## src/rtl/apb_to_ahb_bridge.sv

```systemverilog
// APB slave to AHB-Lite master bridge: each APB access becomes one AHB SINGLE word transfer.
// Optional watchdog on a stalled AHB slave is enabled by defining APB2AHB_TIMEOUT_EN.
module apb_to_ahb_bridge #(
    parameter int          ADDR_WIDTH     = 32,
    parameter int          DATA_WIDTH     = 32,
    parameter logic [3:0]  HPROT_VAL      = 4'b0011,
    parameter int          TIMEOUT_CYCLES = 256
) (
    input  logic                  i_clk,
    input  logic                  i_reset,
    input  logic                  i_psel,
    input  logic                  i_penable,
    input  logic                  i_pwrite,
    input  logic [ADDR_WIDTH-1:0] i_paddr,
    input  logic [DATA_WIDTH-1:0] i_pwdata,
    output logic                  o_pready,
    output logic [DATA_WIDTH-1:0] o_prdata,
    output logic                  o_pslverr,
    output logic                  o_hsel,
    output logic [ADDR_WIDTH-1:0] o_haddr,
    output logic [2:0]            o_hburst,
    output logic [3:0]            o_hprot,
    output logic [2:0]            o_hsize,
    output logic [1:0]            o_htrans,
    output logic [DATA_WIDTH-1:0] o_hwdata,
    output logic                  o_hwrite,
    input  logic [DATA_WIDTH-1:0] i_hrdata,
    input  logic                  i_hready,
    input  logic                  i_hresp
);

    localparam logic [1:0] ST_IDLE = 2'd0;
    localparam logic [1:0] ST_ADDR = 2'd1;
    localparam logic [1:0] ST_DATA = 2'd2;
    localparam logic [1:0] ST_RESP = 2'd3;

    localparam logic [1:0] HTRANS_IDLE   = 2'b00;
    localparam logic [1:0] HTRANS_NONSEQ = 2'b10;

    logic [1:0]            state;
    logic                  err;
    logic [DATA_WIDTH-1:0] wdata_q;

    assign o_hburst = 3'b000;
    assign o_hprot  = HPROT_VAL;
    assign o_hsize  = 3'($clog2(DATA_WIDTH / 8));

`ifdef APB2AHB_TIMEOUT_EN
    localparam int CNT_W = $clog2(TIMEOUT_CYCLES + 1);
    logic [CNT_W-1:0] cnt;
    logic             timeout;

    // Fires on the last allowed cycle, so RESP is entered TIMEOUT_CYCLES edges after ADDR entry.
    assign timeout = (cnt == CNT_W'(TIMEOUT_CYCLES - 1));
`endif

    always_ff @(posedge i_clk) begin
        if (i_reset) begin
            state     <= ST_IDLE;
            err       <= 1'b0;
            wdata_q   <= '0;
            o_pready  <= 1'b0;
            o_pslverr <= 1'b0;
            o_prdata  <= '0;
            o_hsel    <= 1'b0;
            o_htrans  <= HTRANS_IDLE;
            o_haddr   <= '0;
            o_hwdata  <= '0;
            o_hwrite  <= 1'b0;
`ifdef APB2AHB_TIMEOUT_EN
            cnt       <= '0;
`endif
        end else begin
            case (state)
                ST_IDLE: begin
                    // Only a genuine setup phase starts a transfer; a stray enable is ignored.
                    if (i_psel && !i_penable) begin
                        o_haddr  <= i_paddr;
                        o_hwrite <= i_pwrite;
                        wdata_q  <= i_pwdata;
                        o_hsel   <= 1'b1;
                        o_htrans <= HTRANS_NONSEQ;
                        state    <= ST_ADDR;
`ifdef APB2AHB_TIMEOUT_EN
                        cnt      <= '0;
`endif
                    end
                end
                ST_ADDR: begin
                    if (i_hready) begin
                        o_htrans <= HTRANS_IDLE;
                        o_hsel   <= 1'b0;
                        o_hwdata <= wdata_q;
                        state    <= ST_DATA;
`ifdef APB2AHB_TIMEOUT_EN
                        cnt      <= cnt + 1'b1;
                    end else if (timeout) begin
                        o_htrans  <= HTRANS_IDLE;
                        o_hsel    <= 1'b0;
                        o_prdata  <= '0;
                        o_pslverr <= 1'b1;
                        o_pready  <= 1'b1;
                        state     <= ST_RESP;
                    end else begin
                        cnt      <= cnt + 1'b1;
`endif
                    end
                end
                ST_DATA: begin
                    // Remember the first cycle of a two-cycle ERROR response.
                    if (i_hresp) begin
                        err <= 1'b1;
                    end
                    if (i_hready) begin
                        o_prdata  <= o_hwrite ? '0 : i_hrdata;
                        o_pslverr <= err | i_hresp;
                        o_pready  <= 1'b1;
                        state     <= ST_RESP;
`ifdef APB2AHB_TIMEOUT_EN
                    end else if (timeout) begin
                        o_htrans  <= HTRANS_IDLE;
                        o_hsel    <= 1'b0;
                        o_prdata  <= '0;
                        o_pslverr <= 1'b1;
                        o_pready  <= 1'b1;
                        state     <= ST_RESP;
                    end else begin
                        cnt       <= cnt + 1'b1;
`endif
                    end
                end
                default: begin
                    o_pready  <= 1'b0;
                    o_pslverr <= 1'b0;
                    err       <= 1'b0;
                    state     <= ST_IDLE;
                end
            endcase
        end
    end

endmodule

```

## config.mk

```make
export PLATFORM = sky130hd
export DESIGN_NAME = apb_to_ahb_bridge
export DESIGN_NICKNAME = d
export VERILOG_FILES = /design/src/rtl/apb_to_ahb_bridge.sv
export SDC_FILE = /design/constraint.sdc
export NUM_CORES = 1
export LEC_CHECK = 0
export CAP_MARGIN = 20
export CELL_PAD_IN_SITES_DETAIL_PLACEMENT = 0
export CELL_PAD_IN_SITES_GLOBAL_PLACEMENT = 1
export CORE_MARGIN = 2
export CORE_UTILIZATION = 29
export CTS_BUF_LIST = sky130_fd_sc_hd__clkbuf_4
export DETAILED_ROUTE_END_ITERATION = 6
export DONT_BUFFER_PORTS = 1
export GPL_ROUTABILITY_DRIVEN = 0
export GPL_TIMING_DRIVEN = 0
export PLACE_DENSITY = 0.57
export REMOVE_ABC_BUFFERS = 1
export SLEW_MARGIN = 20
export SYNTH_ARGS = -nofsm -noshare
export SYNTH_HDL_FRONTEND = slang
export SYNTH_SLANG_ARGS = --single-unit
```

## constraint.sdc

```tcl
create_clock -name i_clk -period 1.4 [get_ports i_clk]
set_input_delay 0.21 -clock i_clk [delete_from_list [all_inputs] [get_ports i_clk]]
set_output_delay 0.21 -clock i_clk [all_outputs]
set_load 0.01 [all_outputs]
```

==> flow_metrics.tcl <==
set metrics [dict create \
    hp-class "input pin to flip-flop" \
    drt_iter0_markers 163 \
    synth-main-ff-cell "dfxtp_1" \
    wl_um 14900 \
    die_area_um2 18600 \
    portBuffers 0 \
    period_minus_slack_ns 1.40 \
    syn-cell-area_um2 5080 \
    clockBufferDepth 2 \
    setup_viol 0 \
    finalHoldViolCount 134 \
    cp-start-kind "flip-flop" \
    first_pass_iters 6 \
    clock_latency_ns 0.52 \
    worst-setup-path-type "flip-flop to flip-flop" \
    async_flop_share 0 \
    layout.cells.non_filler 857 \
    initial_core_util 0.295 \
    grt_use_total 0.145 \
    vias 4221 \
    drv_slew 0 \
    ys_ff_latch 135 \
    overflow 0 \
    detail_route.vias_per_cell 4.93 \
    ys_types 27 \
    fin_worst_skew_ns 0.0179 \
    cp.required_ns 1.87 \
    finalCritPeriodShare 0.997 \
    leakage_uw 0.00209 \
    drc 0 \
    drv_cap 0 \
    io_pins 215 \
    antenna_found_initial 0 \
    yosys_warnings 0 \
    fmax_mhz 716 \
    avgSynthCellArea_um2 8.16 \
    row_count 48 \
    cts_tree "built" \
    rsz0062_at_grt "true" \
    violations "negative hold slack" \
    cts.sinks 135 \
    cts_hold_buf 1 \
    htree_levels 4 \
    diodes 0 \
    core_area_um2 17200 \
    syn_inst 623 \
    die_height_um 136 \
    cts_buffers 17 \
    place_hpwl_um 8250 \
    status "complete, but fails checks" \
    fin_hold_ws_ns -0.275 \
    synth_edf_count 0 \
    power_density_nw_per_um2 1570 \
    cts.reportedPaths.clkPinSlew_ns 0.14 \
    crit_arrival_ns 1.86 \
    grt_max_degree 137 \
    grt_pass1_vias 3826 \
    wire_per_inst_um 17.4 \
    syn2layout_area_growth_pct 22.4 \
    drive_above_1_share 0.217 \
    dp_cells 800 \
    root_buffer "clkbuf_4" \
    seq_area_frac_synth 0.532 \
    grt_pass1_wl_um 20500 \
    nets 727 \
    crit_path_end_kind "flip-flop" \
    postRouteAntennaNets 0 \
    die_x_um 136 \
    cp_max_fo 6 \
    peakVddDrop_mv 0.587 \
]
==> cell families after synthesis <==
family,share of synthesized area
mux,0.00197
fa+ha+maj,0.0123
compound gates,0.144
buf+inv,0.0694
simple gates,0.239
flops,0.532
other cells,0.00148
==> Yosys cell counts (all sizes together) (2+ instances only) <==
cell type,instances,area share
nor2,3,0.0022
nand2b,4,0.0049
inv,3,0.0022
clkbuf,23,0.017
ha,5,0.012
dfxtp,135,0.53
a21oi,134,0.13
conb,2,0.0015
nor3,2,0.0020
o31ai,2,0.0030
nand4b,32,0.055
buf,39,0.050
nand2,228,0.17
==> report_power, final <==
group	internal, uW	total, uW	switching (uW)
logic	1070	2360	1290
registers	4200	4550	351
clock network	1290	2890	1600
total	6550	9800	3240
==> per-layer routing <==
metal | vias to the layer above | wire [um] | track usage | part of all wire
met5 | - | 0 | 0 | 0
met4 | 0 | 92 | 0.0440 | 0.0062
met3 | 7 | 1620 | 0.0850 | 0.11
met2 | 184 | 7220 | 0.243 | 0.48
met1 | 1997 | 5960 | 0.153 | 0.40
li1 | 2033 | - | - | -
==> final timing paths <==
| check | start | slack [ns] | cells past startpoint | to |
|---|---|---|---|---|
| setup / recovery | state[0] | 0.004 | 7 | o_haddr[29] |
| hold / removal | i_reset | -0.27 | 1 | o_haddr[0] |
| hold reg to reg | wdata_q[1] | 0.45 | 2 | o_hwdata[1] |
| setup reg to reg | state[0] | 0.004 | 7 | o_haddr[29] |
==> repair_timing <==
item                                    4_1_cts  5_1_grt
pin swaps                                     6       23
gates cloned                                  2        5
hold endpoints to repair                    135      135
endpoints found under the setup margin      135       70
gates resized for setup                      35       79
setup buffers                                14        5
==> critical path, stage by stage, from the launching register on <==
cell	delay (ns)
dfxtp_4	0.38
inv_6	0.07
ha_4	0.15
and3b_4	0.24
buf_12	0.15
clkbuf_16	0.17
nand2_1	0.07
a21oi_2	0.11
==> placed cells by master (no fill, tap or decap), types with 2 or more instances in the layout <==
master and instances:
nand2_4 12, clkbuf_16 4, nand2_1 202, buf_6 5, dfxtp_4 3, buf_16 2, inv_6 4, dfxtp_1 132
clkinv_4 5, nand2_2 12, inv_8 2, buf_4 8, bufinv_16 3, ha_1 2, nand2_8 2, buf_12 9
conb_1 11, nor2_1 3, a21oi_1 98, clkinv_2 2, clkbuf_4 17, a21oi_2 36, ha_4 3, nand2b_1 4
nand4b_1 32, nor3_1 2
==> metrics by stage <==
stage	power, uW	setup slack [ns]	TNS, ns	cell area, um^2	util
after floorplan	5490	-0.984	-89.03	4780	-
after global placement	5860	-2.00	-208.57	5060	0.293
after detailed placement	6010	-1.05	-81.71	5150	0.299
after CTS	9510	-0.0256	-0.218	5810	0.337
after global routing	10400	-0.0674	-1.44	6220	0.361
final	9800	0.00381	0	6220	0.361
==> flip-flops by register name, summed over array words and instances, names as in the netlist <==
name / flops
o_haddr: 32
o_hwdata: 32
o_prdata: 32
wdata_q: 32
state: 2
err: 1
o_htrans: 1
o_hwrite: 1
o_pready: 1
o_pslverr: 1
==> area by class of cell <==
| class | count | area, um^2 |
|---|---|---|
| Tap cell | 225 | 282 |
| Clock inverter | 15 | 193 |
| Fill cell | 1769 | 11000 |
| Timing Repair Buffer | 30 | 477 |
| Sequential cell | 135 | 2710 |
| Clock buffer | 17 | 128 |
| Inverter | 3 | 18.8 |
| Multi-Input combinational cell | 432 | 2410 |
Power figures use the tool's default switching activity.
